[src/rtl/regfile_wb_pkg.sv]
// Shared types and widths for the register-file writeback arbiter.
// Latency: none (types and constants only).
// Backpressure: not applicable.
package regfile_wb_pkg;

  localparam int DATA_LENGTH = 64;
  localparam int ADDRESS     = 5;

  // x31 reads as zero; writes to it are consumed but never reach the regfile.
  localparam logic [ADDRESS-1:0] XZR = 5'd31;

  typedef struct packed {
    logic [ADDRESS-1:0]     rd;
    logic [DATA_LENGTH-1:0] data;
  } wb_req_t;

  typedef enum logic {
    SRC_ALU = 1'b0,
    SRC_MEM = 1'b1
  } wb_src_t;

endpackage

[src/rtl/wb_skid_buffer.sv]
// One-entry writeback holding buffer with a valid/ready handshake.
// Latency: captured entry is visible on o_req the cycle after the transfer edge.
// Backpressure: o_ready = !full || granted, so a granted entry is refilled in the same cycle.
//
// Ports:
//   clk, reset   clock, asynchronous active-low reset
//   i_valid      requester has a writeback to hand over
//   o_ready      buffer accepts this cycle
//   i_req        rd/data, sampled only on a transfer
//   i_grant      arbiter picked this buffer; entry leaves at the next edge
//   o_full       buffer holds an entry
//   o_req        held rd/data
//   o_capture    transfer happens at the next edge
module wb_skid_buffer
  import regfile_wb_pkg::*;
(
  input  logic    clk,
  input  logic    reset,
  input  logic    i_valid,
  output logic    o_ready,
  input  wb_req_t i_req,
  input  logic    i_grant,
  output logic    o_full,
  output wb_req_t o_req,
  output logic    o_capture
);

  logic    r_full;
  wb_req_t r_req;
  logic    w_capture;

  assign o_ready   = !r_full || i_grant;
  assign w_capture = i_valid && o_ready;

  always_ff @(posedge clk or negedge reset) begin
    if (!reset) begin
      r_full <= 1'b0;
      r_req  <= '0;
    end else if (w_capture) begin
      r_full <= 1'b1;
      r_req  <= i_req;
    end else if (i_grant) begin
      r_full <= 1'b0;
    end
  end

  assign o_full    = r_full;
  assign o_req     = r_req;
  assign o_capture = w_capture;

endmodule

[src/rtl/regfile_wb_arbiter.sv]
// Shares the regfile write port between ALU and MEM writeback via two holding buffers.
// Latency: accepted at edge E, regfile write strobe registered after E+1 (uncontested).
// Backpressure: per-source ready drops only while its buffer is full and not granted.
//
// Ports:
//   clk, reset                    clock, asynchronous active-low reset
//   alu_valid/ready/rd/data       ALU writeback handshake
//   mem_valid/ready/rd/data       MEM (load) writeback handshake
//   RegWrite/WriteRegister/
//   WriteData                     registered regfile write port
//   busy_mask                     bit r set while a write to r is buffered or in the output stage
//
// Build option ARB_RR_EN: when defined, contested cycles use round-robin;
// otherwise MEM has priority and the ALU is forced through after STARVE_LIMIT losses.
module regfile_wb_arbiter
  import regfile_wb_pkg::*;
#(
  parameter int STARVE_LIMIT = 3
) (
  input  logic                   clk,
  input  logic                   reset,
  input  logic                   alu_valid,
  output logic                   alu_ready,
  input  logic [ADDRESS-1:0]     alu_rd,
  input  logic [DATA_LENGTH-1:0] alu_data,
  input  logic                   mem_valid,
  output logic                   mem_ready,
  input  logic [ADDRESS-1:0]     mem_rd,
  input  logic [DATA_LENGTH-1:0] mem_data,
  output logic                   RegWrite,
  output logic [ADDRESS-1:0]     WriteRegister,
  output logic [DATA_LENGTH-1:0] WriteData,
  output logic [2**ADDRESS-1:0]  busy_mask
);

  wb_req_t w_alu_in, w_mem_in, w_alu_req, w_mem_req, w_win;
  logic    w_alu_full, w_mem_full, w_alu_cap, w_mem_cap;
  logic    w_alu_grant, w_mem_grant, w_both;
  logic    w_grant_vld;
  wb_src_t w_grant_src;

  // Set when the ALU entry was captured before the MEM entry currently held.
  logic    r_alu_older;

  logic                   r_reg_write;
  logic [ADDRESS-1:0]     r_write_reg;
  logic [DATA_LENGTH-1:0] r_write_data;

  assign w_alu_in = '{rd: alu_rd, data: alu_data};
  assign w_mem_in = '{rd: mem_rd, data: mem_data};

  wb_skid_buffer u_alu_buf (
    .clk       (clk),
    .reset     (reset),
    .i_valid   (alu_valid),
    .o_ready   (alu_ready),
    .i_req     (w_alu_in),
    .i_grant   (w_alu_grant),
    .o_full    (w_alu_full),
    .o_req     (w_alu_req),
    .o_capture (w_alu_cap)
  );

  wb_skid_buffer u_mem_buf (
    .clk       (clk),
    .reset     (reset),
    .i_valid   (mem_valid),
    .o_ready   (mem_ready),
    .i_req     (w_mem_in),
    .i_grant   (w_mem_grant),
    .o_full    (w_mem_full),
    .o_req     (w_mem_req),
    .o_capture (w_mem_cap)
  );

  assign w_both = w_alu_full && w_mem_full;

`ifdef ARB_RR_EN
  wb_src_t r_rr_ptr;
`else
  localparam int CW = $clog2(STARVE_LIMIT + 1);
  localparam logic [CW-1:0] STARVE_MAX = CW'(STARVE_LIMIT);
  logic [CW-1:0] r_starve_cnt;
`endif

  always_comb begin
    w_grant_vld = 1'b0;
    w_grant_src = SRC_MEM;
    if (w_both) begin
      w_grant_vld = 1'b1;
      // Same destination: the older write must land first or the regfile ends up stale.
      if (w_alu_req.rd == w_mem_req.rd) begin
        w_grant_src = r_alu_older ? SRC_ALU : SRC_MEM;
      end else begin
`ifdef ARB_RR_EN
        w_grant_src = r_rr_ptr;
`else
        w_grant_src = (r_starve_cnt == STARVE_MAX) ? SRC_ALU : SRC_MEM;
`endif
      end
    end else if (w_alu_full) begin
      w_grant_vld = 1'b1;
      w_grant_src = SRC_ALU;
    end else if (w_mem_full) begin
      w_grant_vld = 1'b1;
      w_grant_src = SRC_MEM;
    end
  end

  assign w_alu_grant = w_grant_vld && (w_grant_src == SRC_ALU);
  assign w_mem_grant = w_grant_vld && (w_grant_src == SRC_MEM);
  assign w_win       = (w_grant_src == SRC_ALU) ? w_alu_req : w_mem_req;

  // A MEM capture makes the ALU entry older only if that ALU entry stays put;
  // a simultaneous capture (ALU empty or refilling) leaves MEM as the older one.
  always_ff @(posedge clk or negedge reset) begin
    if (!reset) begin
      r_alu_older <= 1'b0;
    end else if (w_mem_cap) begin
      r_alu_older <= w_alu_full && !w_alu_grant;
    end else if (w_alu_cap) begin
      r_alu_older <= 1'b0;
    end
  end

`ifdef ARB_RR_EN
  always_ff @(posedge clk or negedge reset) begin
    if (!reset) begin
      r_rr_ptr <= SRC_MEM;
    end else if (w_both) begin
      r_rr_ptr <= (w_grant_src == SRC_ALU) ? SRC_MEM : SRC_ALU;
    end
  end
`else
  // Saturates at the limit: a same-rd age win for MEM can keep the ALU waiting past it.
  always_ff @(posedge clk or negedge reset) begin
    if (!reset) begin
      r_starve_cnt <= '0;
    end else if (!w_alu_full || w_alu_grant) begin
      r_starve_cnt <= '0;
    end else if (w_mem_grant && (r_starve_cnt != STARVE_MAX)) begin
      r_starve_cnt <= r_starve_cnt + CW'(1);
    end
  end
`endif

  always_ff @(posedge clk or negedge reset) begin
    if (!reset) begin
      r_reg_write  <= 1'b0;
      r_write_reg  <= '0;
      r_write_data <= '0;
    end else if (w_grant_vld) begin
      r_reg_write  <= (w_win.rd != XZR);
      r_write_reg  <= w_win.rd;
      r_write_data <= w_win.data;
    end else begin
      r_reg_write  <= 1'b0;
    end
  end

  assign RegWrite      = r_reg_write;
  assign WriteRegister = r_write_reg;
  assign WriteData     = r_write_data;

  // Bit 31 stays clear: XZR never needs a read stall.
  always_comb begin
    busy_mask = '0;
    for (int r = 0; r < 2**ADDRESS - 1; r++) begin
      busy_mask[r] = (w_alu_full && (w_alu_req.rd == ADDRESS'(r))) ||
                     (w_mem_full && (w_mem_req.rd == ADDRESS'(r))) ||
                     (r_reg_write && (r_write_reg == ADDRESS'(r)));
    end
  end

endmodule

[config.mk]
export PLATFORM = sky130hd
export DESIGN_NAME = regfile_wb_arbiter
export DESIGN_NICKNAME = d
export VERILOG_FILES = /design/src/rtl/regfile_wb_pkg.sv /design/src/rtl/wb_skid_buffer.sv /design/src/rtl/regfile_wb_arbiter.sv
export SDC_FILE = /design/constraint.sdc
export NUM_CORES = 1
export LEC_CHECK = 0
export BUFFER_PORTS_ARGS = -buffer_cell sky130_fd_sc_hd__buf_2
export CAP_MARGIN = 20
export CELL_PAD_IN_SITES_DETAIL_PLACEMENT = 0
export CELL_PAD_IN_SITES_GLOBAL_PLACEMENT = 1
export CORE_MARGIN = 2
export CORE_UTILIZATION = 35
export CTS_CLUSTER_DIAMETER = 40
export DETAILED_ROUTE_END_ITERATION = 8
export PLACE_DENSITY = 0.7
export SYNTH_ARGS = -nofsm -noshare
export SYNTH_HDL_FRONTEND = slang
export SYNTH_HIERARCHICAL = 1
export SYNTH_SLANG_ARGS = --single-unit
[constraint.sdc]
create_clock -name clk -period 6.26 [get_ports clk]
set_clock_uncertainty 0.1 [all_clocks]
set_input_delay 1.252 -clock clk [delete_from_list [all_inputs] [get_ports clk]]
set_output_delay 1.252 -clock clk [all_outputs]
set_load 0.01 [all_outputs]
==> results of run 1 <==
[metrics by stage]
step,hold WS (ns),setup WS [ns],utilization,cell area [um^2]
final,0.403,2.43,0.455,12700
after global placement,0.392,2.71,0.408,11400
after floorplan,0.379,3.06,-,10000
after CTS,0.401,2.38,0.454,12700
after global routing,0.415,2.27,0.454,12700
after detailed placement,0.393,2.66,0.408,11400
[cell usage after synthesis, types with 4 or more instances]
library cell,number
inv_1,7
nor2b_1,9
mux2_4,138
nor2_1,23
clkbuf_1,20
xnor2_1,5
nand2b_1,11
nor3_1,10
nand2_1,67
a22oi_1,28
nand3_1,4
dfrtp_1,213
a221o_1,64
and2_1,65
o21ai_0,5
buf_6,25
[registers in the layout (all words and copies together) (netlist names)]
name and cells:
r_alu_older 1, r_starve_cnt 2, u_mem_buf/o_req 69, WriteRegister 5, u_alu_buf/o_full 1, u_mem_buf/o_full 1
RegWrite 1, u_alu_buf/o_req 69, WriteData 64
[logic make-up (layout without fill, tap and decap cells)]
logic type,count (synthesis),in the layout
flip-flops,213,213
AND/OR/NAND/NOR,202,202
multiplexers,139,139
AO/OA/AOI/OAI,118,118
buffers and inverters,57,319
XOR/XNOR,6,6
adder cells (fa/ha/maj),1,1
other,1,7
[cell type report]
cell class / count / area [um^2] / share of cell area
diodes: 6 / 15.0 / 0.00118
clock buffers: 41 / 961 / 0.0756
clock inverters: 21 / 324 / 0.0255
inverters: 7 / 26.3 / 0.00207
multi-input cells: 467 / 4290 / 0.338
flip-flops and latches: 213 / 5330 / 0.420
well taps: 378 / 473 / 0.0372
repair buffers: 250 / 1290 / 0.101
[routing by layer]
metal	global-route usage	share of wire	up-vias
met5	0	0.0023	-
met4	0.0547	0.022	10
met3	0.0712	0.099	56
met2	0.262	0.43	297
met1	0.235	0.45	3372
li1	-	-	3162
[path summary, 6_finish.rpt]
| path | slack, ns | endpoint |
|---|---|---|
| worst max-delay path | 2.43 | mem_ready |
| worst min-delay path | 0.40 | WriteData[12]$_DFFE_PN0N_ |
| worst max register to register | 2.70 | u_alu_buf/o_req[1]$_DFFE_PN0P_ |
| worst min register to register | 0.40 | WriteData[12]$_DFFE_PN0N_ |
| max in group asynchronous | 4.12 | r_alu_older$_DFFE_PN0P_ |
| min in group asynchronous | 0.75 | u_mem_buf/o_req[28]$_DFFE_PN0P_ |
[power groups by stage]
stage | logic [mW] | registers (mW) | clock network (mW)
after floorplan | 1.98 | 2.50 | 0
after global placement | 2.68 | 2.54 | 0
after detailed placement | 2.73 | 2.54 | 0
after CTS | 2.72 | 2.54 | 2.14
after global routing | 2.93 | 2.64 | 2.20
final | 2.69 | 2.55 | 2.09
==> results list, run 1 <==
- The flow ran to the end, and the final reports show no timing, DRC or antenna violations.
- In the final layout, the share of cells above drive strength 1 is 0.459.
* Synthesis-to-layout area growth: 26.9%
* Proportion of power drawn by combinational gates: 0.367
- Slew @ Worst Pin: 1.07 ns
- Period Utilization, post-route: 0.612
- Proportion of total power due to net switching: 0.335
- In this run, post-CTS repair resized a total of 0 instances.
- The number of slew-limit violations in the final report was 0.
- The final layout contains routed wiring with a total length of 26600 um.
- The share of total power dissipated in sequential elements is 0.347.
- Final standard cell count with taps included and fillers excluded: 1383
- After floorplanning, the core was sized to cover 27900 um^2.
* Top-level port count: 246
- Count of flip-flops with a built-in enable after synthesis: 0
- Mean Syn Cell Area: 13.6 um^2
* Die boundary width: 173 um
- Data on the critical path is required at its endpoint by 4.91 ns.
* Root buf cell: clkbuf_16
- STA classifies the critical path startpoint as a register.
- Tracing the worst setup path back leads to its startpoint at u_mem_buf/o_full$_DFFE_PN0P_.
* Minimum period implied by the final worst setup slack: 3.83 ns
- Startpoint of the lowest-slack register-to-register path: u_mem_buf/o_req[68]$_DFFE_PN0P_
- The wire-length estimate of the detail-placed layout is 17300 um.
* Avg Vias per Cell: 4.99
- Total standard cell area after synthesis: 10000 um^2
- Pin count of the biggest net entering global routing: 112
- After clock tree synthesis, the clock-pin slew on the worst setup and hold paths is 0.06 ns.
- The first TritonRoute pass finished after 6 iterations.
- Sort of element at the end of the critical path: primary output
- In this run the vertical extent of the chip is 173 um.
* Post-synthesis share of cell area spent on xor and xnor gates: 0.00525
* WS Path Type: register to primary output
* Congestion Overflow GR: 0
- Of the total synthesized cell area, the portion taken by AND, OR, NAND and NOR gates is 0.106.
- DRC: 0
- Max-cap violations: 0
- Across every metal layer, demand over resource in global routing totals 0.176.
- Dominant combinational cell family by area after synthesis: multiplexers
- Clock latency of the later-clocked register in the worst-skew pair: 0.49 ns
- Counting buffers and inverters, the worst setup path is 5 cells deep.
* Highest fanout seen on the critical path: 14
* Starting DRT DRC Count: 488
- The clock drives 213 sinks.
* Cts bufs inserted: 35
- Setup violations remaining at the end of the flow were counted as 0.
- For this configuration, the core starts out at a cell density of 0.358.
- Antenna violation net count after detailed routing: 0
- Count of endpoints failing hold in the final timing report: 0
* Ys async rst share: 1.00
* Antenna violations before repair: 10
- The netlist uses 44 different library cells.
* Setup TNS: 0 ns
* Adder and majority cell fraction of the synthesized area: 0.00125
- Data arrives at the worst endpoint at 2.48 ns.
- Buffers & Inverters on Critical Path: 2
- Power density relative to cell area: 577 nW/um^2
- Most common cell after layout, fill and taps aside: buf_2
- In this run, post-CTS hold repair placed 0 buffers.
- Leak: 6.35 nW
* # port buffers: 244
* Sequential share of the synthesized area: 0.533
* Primary flip-flop cell chosen by synthesis mapping: dfrtp_1
- Cells traversed along the worst timing path: inv_1 > or4_4 > a31oi_4 > nand2b_4 > buf_2
- Final total power: 7.33 mW
* Most frequent cells in the layout: buf_2 (243), dfrtp_1 (213), mux2_4 (138)
- The number of global-route vias before repair was 7308.
- Gate count after technology mapping: 737
- Among all stages on the critical path, the largest delay is contributed by dfrtp_1.
- Start point of the worst min-delay path: u_mem_buf/o_req[12]$_DFFE_PN0P_
- The share of synthesized area in the top cell type comes to 0.533.
* Total placed cells including tap cells: 1315
- The worst register-to-register path has a depth of 8.
* H-tree lvl count: 2
- TritonCTS built the clock tree.
- Net Sw Power: 2.46 mW
* Family of cells with the greatest summed delay on the critical path: simple AND/OR/NAND/NOR gates
- The biggest area contributor in the post-synthesis netlist is dfrtp_1.
- Measured against the total synthesized area, the mux share comes to 0.208.
- First-pass GRT wire length: 42100 um
- The floorplan step defined a die boundary enclosing 30000 um^2.
- In this run, synthesis produced a sequential element count of 213.
* Stage delay of the slowest cell on the critical path: 0.67 ns
* HP Class: register to register
- Fill cells in the final layout number 2629.
* Compound-cell area share of the yosys netlist: 0.106
* FMAX: 261 MHz
- Clk buf depth: 3
- Fraction of power consumed by the clock network: 0.285
- Once the clock tree was built, the setup fixing pass inserted 0 buffers.
- In the final routed layout, each cell accounts on average for 19.2 um.
- Peak supply drop: 0.267 mV
- In this run the core area contains 61 standard-cell rows.
- Counting instances, the worst hold path has a depth of 1.
* YS warnings: 6
- The detailed router placed 6897 vias in this run.
- Setup repair after global routing left no endpoint under its margin.
- The number of nets handed over by synthesis was 880.
* Relative max-transition margin: 0.286
- Nets: 1117
- GP Congestion: 0.830
- Main area contributors after synthesis: dfrtp_1 (53%), mux2_4 (21%), a221o_1 (6.4%)
- Internal power comes to 4.88 mW.
Note: power is estimated with default switching activity, not from simulation.
==> run 2: changes to the inputs <==
--- a/config.mk
+++ b/config.mk
@@ -5,6 +5,7 @@
 export SDC_FILE = /design/constraint.sdc
 export NUM_CORES = 1
 export LEC_CHECK = 0
+export ABC_AREA = 1
 export BUFFER_PORTS_ARGS = -buffer_cell sky130_fd_sc_hd__buf_2
 export CAP_MARGIN = 20
 export CELL_PAD_IN_SITES_DETAIL_PLACEMENT = 0
@@ -13,7 +14,7 @@
 export CORE_UTILIZATION = 35
 export CTS_CLUSTER_DIAMETER = 40
 export DETAILED_ROUTE_END_ITERATION = 8
-export PLACE_DENSITY = 0.7
+export PLACE_DENSITY = 0.78
 export SYNTH_ARGS = -nofsm -noshare
 export SYNTH_HDL_FRONTEND = slang
 export SYNTH_HIERARCHICAL = 1
==> constraint.sdc (replaced) <==
create_clock -name clk -period 3.1 [get_ports clk]
set_clock_uncertainty 0.1 [all_clocks]
set_input_delay 0.62 -clock clk [delete_from_list [all_inputs] [get_ports clk]]
set_output_delay 0.62 -clock clk [all_outputs]
set_load 0.01 [all_outputs]
==> run 2 against run 1 <==
Setup slack worse by 2.2 ns. Clock power is 110% higher. Final cell count is 38% higher. Die area is 2.1% higher. Critical endpoint unchanged.
==> results list, run 2 <==
- Most common cell after layout, fill and taps aside: nand2_1
* Die Span Y: 175 um
* Path depth of the worst reg2reg path: 15
* Minimum period implied by the final worst setup slack: 2.91 ns
- The tool flagged a number of max-cap violations equal to 0.
* Sort of element at the end of the critical path: primary output
- Based on the critical path, the design can be clocked at up to 343 MHz.
- The tightest min-delay check is of the primary input to register type.
- Final design area excluding fillers: 13000 um^2
- Count of endpoints failing hold in the final timing report: 0
- Top-level port count: 246
* Clock tree from TritonCTS: built
* Area of the placeable core: 28700 um^2
- The die covers 30600 um^2.
- Final standard cell count with taps included and fillers excluded: 1905
- The count of nets left with antenna violations once routing finished came out at 0.
- Of the total synthesized cell area, the portion taken by XOR and XNOR cells is 0.00171.
- Detailed placement ended at an HPWL of 20600 um.
- After global routing the overflow that remains totals 0.
- Met2 Track Usage GR: 0.336
- Power density relative to cell area: 1210 nW/um^2
- For this run, the total global-route usage over all layers was measured as 0.212.
- Setup violations remaining at the end of the flow were counted as 0.
- The clock reaches the later pin of the worst-skew pair after 0.52 ns.
- In the synthesized netlist the async set-or-reset flop fraction comes to 1.00.
* Dominant combinational cell family by area after synthesis: simple AND/OR/NAND/NOR gates
- After detailed routing, the total wire length is 32100 um.
* Antenna violations before repair: 4
- In this run the critical register-to-register path is captured at u_alu_buf/o_req[19]$_DFFE_PN0P_.
- # port buffers: 244
* Most frequent cells in the layout: nand2_1 (563), buf_2 (243), dfrtp_1 (207)
* #FFs+latches synth: 213
- Pin count of the biggest net entering global routing: 70
- GP Congestion: 0.850
* Count of flip-flops with a built-in enable after synthesis: 0
- Slew @ Worst Pin: 0.873 ns
* First-pass GRT wire length: 51700 um
- Avg Vias per Cell: 4.81
* Peak supply drop: 0.663 mV
- Pins over their slew limit: 0
* Vias in the first global route: 9290
- Die boundary width: 175 um
* Primary flip-flop cell chosen by synthesis mapping: dfrtp_1
- Kind of start point of the critical path: register
* Clock sink count: 213
- Counting every instance in the synthesized netlist gives 1261.
* Final total power: 15.8 mW
- The number of clock buffers added by TritonCTS is 37.
- Met3 Usage GRT: 0.0411
- After detailed routing, the number of remaining DRC violations is 0.
- From synthesis to final layout, the design area changed by 27.5%.
- The worst pin sits at a relative slew slack of 0.418.
* Main area contributors after synthesis: dfrtp_1 (52%), nand2_1 (21%), nand3_1 (9.9%)
- Summing over every cut layer, the via total after detailed routing is 9160.
- Of all nets on the critical path, the largest fanout is 8.
- The portion of synthesized area spent on multiplexers is 0.
- In this run the core area contains 62 standard-cell rows.
* Outcome: complete, no violations
- In this run, the number of DRC markers left after iteration 0 of detailed routing was 694.
* WL per Instance: 16.8 um
* Clk buf depth: 3
* Most frequently used cell type in the post-synthesis netlist: nand2_1
- Summing every instance area after synthesis gives 10200 um^2.
- At the worst endpoint, the arrival time is 2.19 ns.
- Of the total synthesized cell area, the portion taken by AND, OR, NAND and NOR gates is 0.407.
- YS warnings: 6
- For met1 alone, demand over resource in global routing was 0.296.
- For flop-to-flop paths, the worst setup slack is 0.66 ns.
* Area share of the leading cell type in the synthesized netlist: 0.521
- The share of the Yosys chip area taken by registers is 0.521.
- Data required, critical path: 2.38 ns
- In this run, distinct cell masters in the synthesized netlist total 32.
- The complex-gate fraction of the synthesized area came to 0.00612.
* Root buf cell: clkbuf_16
- For this configuration, the core starts out at a cell density of 0.356.
- In this run the most used layer during global routing was met2.
* Capturing instance or port of the critical path: mem_ready
- Including well taps, the total number of placed cells is 1836.
- WS Path Type: register to primary output
- Adder and majority cell fraction of the synthesized area: 0.00122
- Commonest cells in the netlist: nand2_1 (563), dfrtp_1 (213), nand3_1 (203), nor2_1 (63), nand2_2 (42)
- For this design the static power due to leakage is 7.07 nW.
- Mean Syn Cell Area: 8.11 um^2
* Period Utilization, post-route: 0.940
- For this run, the detailed router's first-pass iteration total came to 5.
* Unrepaired setup endpoints after global routing: no
- The H-tree was split into 2 levels.
- Most area-hungry cell type in the Yosys netlist: dfrtp_1
- Nets: 1635
- Setup total negative slack on the finished layout was measured at 0 ns.
- Clock-pin slew was measured on the worst setup and hold paths at 0.06 ns.
- Once placement finished, the instance area stood at 11700 um^2.
- Startpoint of the lowest-slack register-to-register path: u_alu_buf/o_req[67]$_DFFE_PN0P_
- Share of cells above drive strength 1: 0.287
- The number of nets handed over by synthesis was 1404.
* Startpoint of the worst setup timing path: u_alu_buf/o_req[67]$_DFFE_PN0P_
run 2: worst min-delay path by stage:
| stage | start | endpoint | slack [ns] | cells past startpoint |
|---|---|---|---|---|
| final | alu_data[39] | u_alu_buf/o_req[39]$_DFFE_PN0P_ | 0.23 | 3 |
| after global routing | alu_data[39] | u_alu_buf/o_req[39]$_DFFE_PN0P_ | 0.22 | 3 |
| after CTS | mem_data[49] | u_mem_buf/o_req[49]$_DFFE_PN0P_ | 0.21 | 3 |
| after detailed placement | u_alu_buf/o_req[58]$_DFFE_PN0P_ | u_alu_buf/o_req[58]$_DFFE_PN0P_ | 0.36 | 2 |
| after global placement | u_alu_buf/o_req[46]$_DFFE_PN0P_ | u_alu_buf/o_req[46]$_DFFE_PN0P_ | 0.35 | 2 |
| after floorplan | reset | RegWrite$_DFF_PN0_ | 0.22 | 0 |
run 2: through the flow:
step / utilization / hold WS, ns / setup WS (ns)
2_1_floorplan: - / 0.224 / 0.653
3_3_place_gp: 0.406 / 0.354 / 0.678
3_5_place_dp: 0.406 / 0.358 / 0.626
4_1_cts: 0.454 / 0.210 / 0.122
5_1_grt: 0.454 / 0.222 / 0.00161
6_report: 0.454 / 0.231 / 0.186
run 2: power breakdown:
group | leakage [nW] | switching (mW) | total [mW] | internal (mW)
clock network | 0.648 | 1.47 | 4.40 | 2.93
logic | 3.80 | 4.21 | 6.26 | 2.05
registers | 2.62 | 0.944 | 5.13 | 4.18
run 2: timing repair:
| item | CTS | global route |
|---|---|---|
| endpoints found under the hold margin | 34 | 0 |
| gates resized for setup | 0 | 6 |
| setup buffers | 0 | 0 |
| setup endpoints to repair | 0 | 3 |
| hold buffers | 1 | 0 |
run 2: logic make-up after synthesis:
logic type,count (synthesis)
compound gates,10
flops,213
buf+inv,109
simple gates,925
fa+ha+maj,1
other cells,1
xor+xnor,2
run 2: final cells by class:
| type | instances | area (um^2) |
|---|---|---|
| multi-input cells | 939 | 4270 |
| clock buffers | 45 | 1010 |
| inverters | 35 | 133 |
| well taps | 384 | 480 |
| clock inverters | 21 | 347 |
| flip-flops and latches | 213 | 5340 |
| diodes | 2 | 5.00 |
| repair buffers | 266 | 1460 |
| fillers | 2967 | 15700 |
run 2: routing by layer:
| metal | wire (um) | share of wire |
|---|---|---|
| met1 | 14700 | 0.46 |
| met2 | 14700 | 0.46 |
| met3 | 2010 | 0.063 |
| met4 | 729 | 0.023 |
| met5 | 13 | 0.00041 |
run 2: worst max-delay path: stages (launching register included):
cell	delay (ns)
dfrtp_1	0.45
inv_2	0.07
nand2_1	0.06
nand2_1	0.08
nor2_4	0.15
nand3_2	0.11
nand2_2	0.11
nand3_4	0.13
nand2_4	0.12
nand2_2	0.05
clkinv_2	0.08
inv_2	0.04
nand2_4	0.07
buf_2	0.17
==> run 3: changes to the inputs <==
--- a/config.mk
+++ b/config.mk
@@ -14,7 +14,9 @@
 export CORE_UTILIZATION = 35
 export CTS_CLUSTER_DIAMETER = 40
 export DETAILED_ROUTE_END_ITERATION = 8
+export HOLD_SLACK_MARGIN = 0.05
 export PLACE_DENSITY = 0.78
+export RECOVER_POWER = 50
 export SYNTH_ARGS = -nofsm -noshare
 export SYNTH_HDL_FRONTEND = slang
 export SYNTH_HIERARCHICAL = 1
==> run 3 against run 2 <==
The run now ends with capacitance limit, slew limit left. Fmax about the same. Combinational power shrank 1%. Routed wire length about the same. Die area unchanged. Core utilization decreased by 0.29 points. Setup slack got worse by 0.00085 ns. Global-route usage unchanged. Register-to-register slack about the same. Via count up 0.19%. Sequential share of layout area is 0.26 points higher. Critical path depth is the same. Worst hold slack barely moved. Largest cell class unchanged. Largest power group unchanged.
==> results list, run 3 (same netlist as run 2, synthesis figures left out) <==
- Clock latency of the later-clocked register in the worst-skew pair: 0.52 ns
* Clk buf depth: 3
* Cell-internal power: 9.08 mW
* WL per Instance: 16.8 um
- Leak: 6.91 nW
- Antenna violation net count after detailed routing: 0
* Fraction of power consumed by sequential logic: 0.327
- For the pin with the worst max-slew slack, the measured transition is 1.82 ns.
- For this configuration, the core starts out at a cell density of 0.356.
* Die Span Y: 175 um
- Final design area excluding fillers: 13000 um^2
* Starting DRT DRC Count: 696
* FMAX: 343 MHz
* Pins over their slew limit: 68
- GP Congestion: 0.850
- Proportion of power drawn by combinational gates: 0.393
- Max-cap violations: 1
- In this run the horizontal extent of the chip is 175 um.
- Relative max-transition margin: -0.212
- Clock sink count: 213
- Of the cells placed in the final design, the portion with a size suffix greater than 1 is 0.256.
- The number of antenna violations at the first check in global routing is 4.
- Congestion Overflow GR: 0
* Failing checks: capacitance limit, slew limit
* Period Utilization, post-route: 0.940
- Highest fanout seen on the critical path: 8
* Number of detailed-routing iterations run before antenna repair: 5
- Pin count of the biggest net entering global routing: 70
* Worst EP arrival: 2.19 ns
* Cts bufs inserted: 37
- Cell Rows: 62
- Minimum period implied by the final worst setup slack: 2.91 ns
- 246 I/O pins were placed.
- Power density relative to cell area: 1210 nW/um^2
* Via count: 9177
* Net Sw Power: 6.62 mW
* Share of the core filled with cells: 0.451
- Count of endpoints failing hold in the final timing report: 0
- Peak supply drop: 0.657 mV
- Proportion of total power due to net switching: 0.422
* WS Path Type: register to primary output
- Counting the fill cells in the layout gives 2985.
- Kind of start point of the critical path: register
* Clock edge transition at the registers on the reported setup and hold paths: 0.06 ns
- The floorplan step defined a die boundary enclosing 30600 um^2.
- Summed over all nets, the half-perimeter wirelength after detailed placement is 20600 um.
- Avg Vias per Cell: 4.82
- DRC: 0
- Setup TNS: 0 ns
* Overall track demand over capacity in global routing: 0.212
- After floorplanning, the core was sized to cover 28700 um^2.
- The library cells used most frequently in the layout, excluding fill and tap cells, are nand2_1 (563), dfrtp_1 (207), nand3_1 (203).
* Clock tree from TritonCTS: built
* Nets: 1635
- Setup slack on the worst reg-to-reg path comes out at 0.65 ns.
- Setup violations remaining at the end of the flow were counted as 0.
- Fraction of power consumed by the clock network: 0.280
* HP Class: primary input to register
- The routed design has 32100 um of wire.
- Root buf cell: clkbuf_16
- Worst hold slack across all endpoints: 0.230 ns
- The library cell used most frequently in the layout, excluding fill and tap cells, is nand2_1.
- Setup repair after global routing left no endpoint under its margin.
- In this run the tool buffered the top-level ports with 244 buffer cells.
- First-pass GRT wire length: 51700 um
- The worst setup path is captured at a primary output.
* Vias in the first global route: 9290
- Synthesis-to-layout area growth: 26.7%
- # Post-CTS Setup Buffers: 0
* H-tree lvl count: 2
* Outcome: complete, but fails checks
- The placed instances occupy a cell area of 11700 um^2.
- STA puts the critical path data required time at 2.38 ns.
-- run 3: cell types whose count changed in the layout (fill, tap and decap cells not counted) --
cell      change
buf_2        -47
clkbuf_1     +47
clkbuf_2      +3
buf_4         -2
buf_12        -1
buf_6         +1
buf_8         -1
-- run 3: worst paths after layout --
path / endpoint / cells after the start / from
max: mem_ready / 13 / u_alu_buf/o_req[67]$_DFFE_PN0P_
max reg2reg: u_alu_buf/o_req[19]$_DFFE_PN0P_ / 15 / u_alu_buf/o_req[67]$_DFFE_PN0P_
min reg2reg: u_alu_buf/o_req[13]$_DFFE_PN0P_ / 2 / u_alu_buf/o_req[13]$_DFFE_PN0P_
max in group asynchronous: u_alu_buf/o_full$_DFFE_PN0P_ / 3 / reset
min in group asynchronous: WriteData[12]$_DFFE_PN0N_ / 2 / reset
min: u_alu_buf/o_req[39]$_DFFE_PN0P_ / 3 / alu_data[39]
-- run 3: critical path, cell delays in order, from the launching register on --
cell      delay, ns
dfrtp_1        0.46
inv_2          0.07
nand2_1        0.06
nand2_1        0.08
nor2_4         0.15
nand3_2        0.11
nand2_2        0.11
nand3_4        0.13
nand2_4        0.12
nand2_2        0.05
clkinv_2       0.08
inv_2          0.04
nand2_4        0.07
buf_2          0.17
-- run 3: cell type report --
type | count | area (um^2) | share of cell area
Timing Repair Buffer | 266 | 1380 | 0.106
Multi-Input combinational cell | 939 | 4270 | 0.330
Sequential cell | 213 | 5340 | 0.412
Antenna cell | 2 | 5.00 | 0.000386
Clock inverter | 21 | 347 | 0.0267
Inverter | 35 | 133 | 0.0102
Tap cell | 384 | 480 | 0.0371
Clock buffer | 45 | 1010 | 0.0776
-- run 3: per-layer routing --
| layer | up-vias | GRT usage | wire length (um) |
|---|---|---|---|
| li1 | 4467 | - | - |
| met1 | 4356 | 0.296 | 14700 |
| met2 | 296 | 0.336 | 14700 |
| met3 | 56 | 0.0411 | 1970 |
| met4 | 2 | 0.0615 | 716 |
| met5 | - | 0 | 13 |
-- run 3: power groups by stage --
stage | Combinational [mW] | Clock (mW) | Sequential (mW)
6_report | 6.17 | 4.40 | 5.13
5_1_grt | 6.96 | 4.64 | 5.32
4_1_cts | 6.34 | 4.50 | 5.12
3_5_place_dp | 6.32 | 0 | 5.13
3_3_place_gp | 6.20 | 0 | 5.11
2_1_floorplan | 4.33 | 0 | 5.11
-- run 3: repair_timing --
| action | in CTS | in global routing |
|---|---|---|
| hold endpoints to repair | 64 | 0 |
| endpoints found under the setup margin | 0 | 3 |
| hold buffers | 1 | 0 |
| resized for setup | 0 | 6 |
-- run 3: per-stage QoR --
| stage | cells | power [mW] | setup slack [ns] |
|---|---|---|---|
| after floorplan | 1261 | 9.45 | 0.653 |
| after global placement | 1836 | 11.3 | 0.678 |
| after detailed placement | 1836 | 11.5 | 0.626 |
| after CTS | 1903 | 16.0 | 0.122 |
| after global routing | 1905 | 16.9 | 0.00161 |
| final | 1905 | 15.7 | 0.185 |
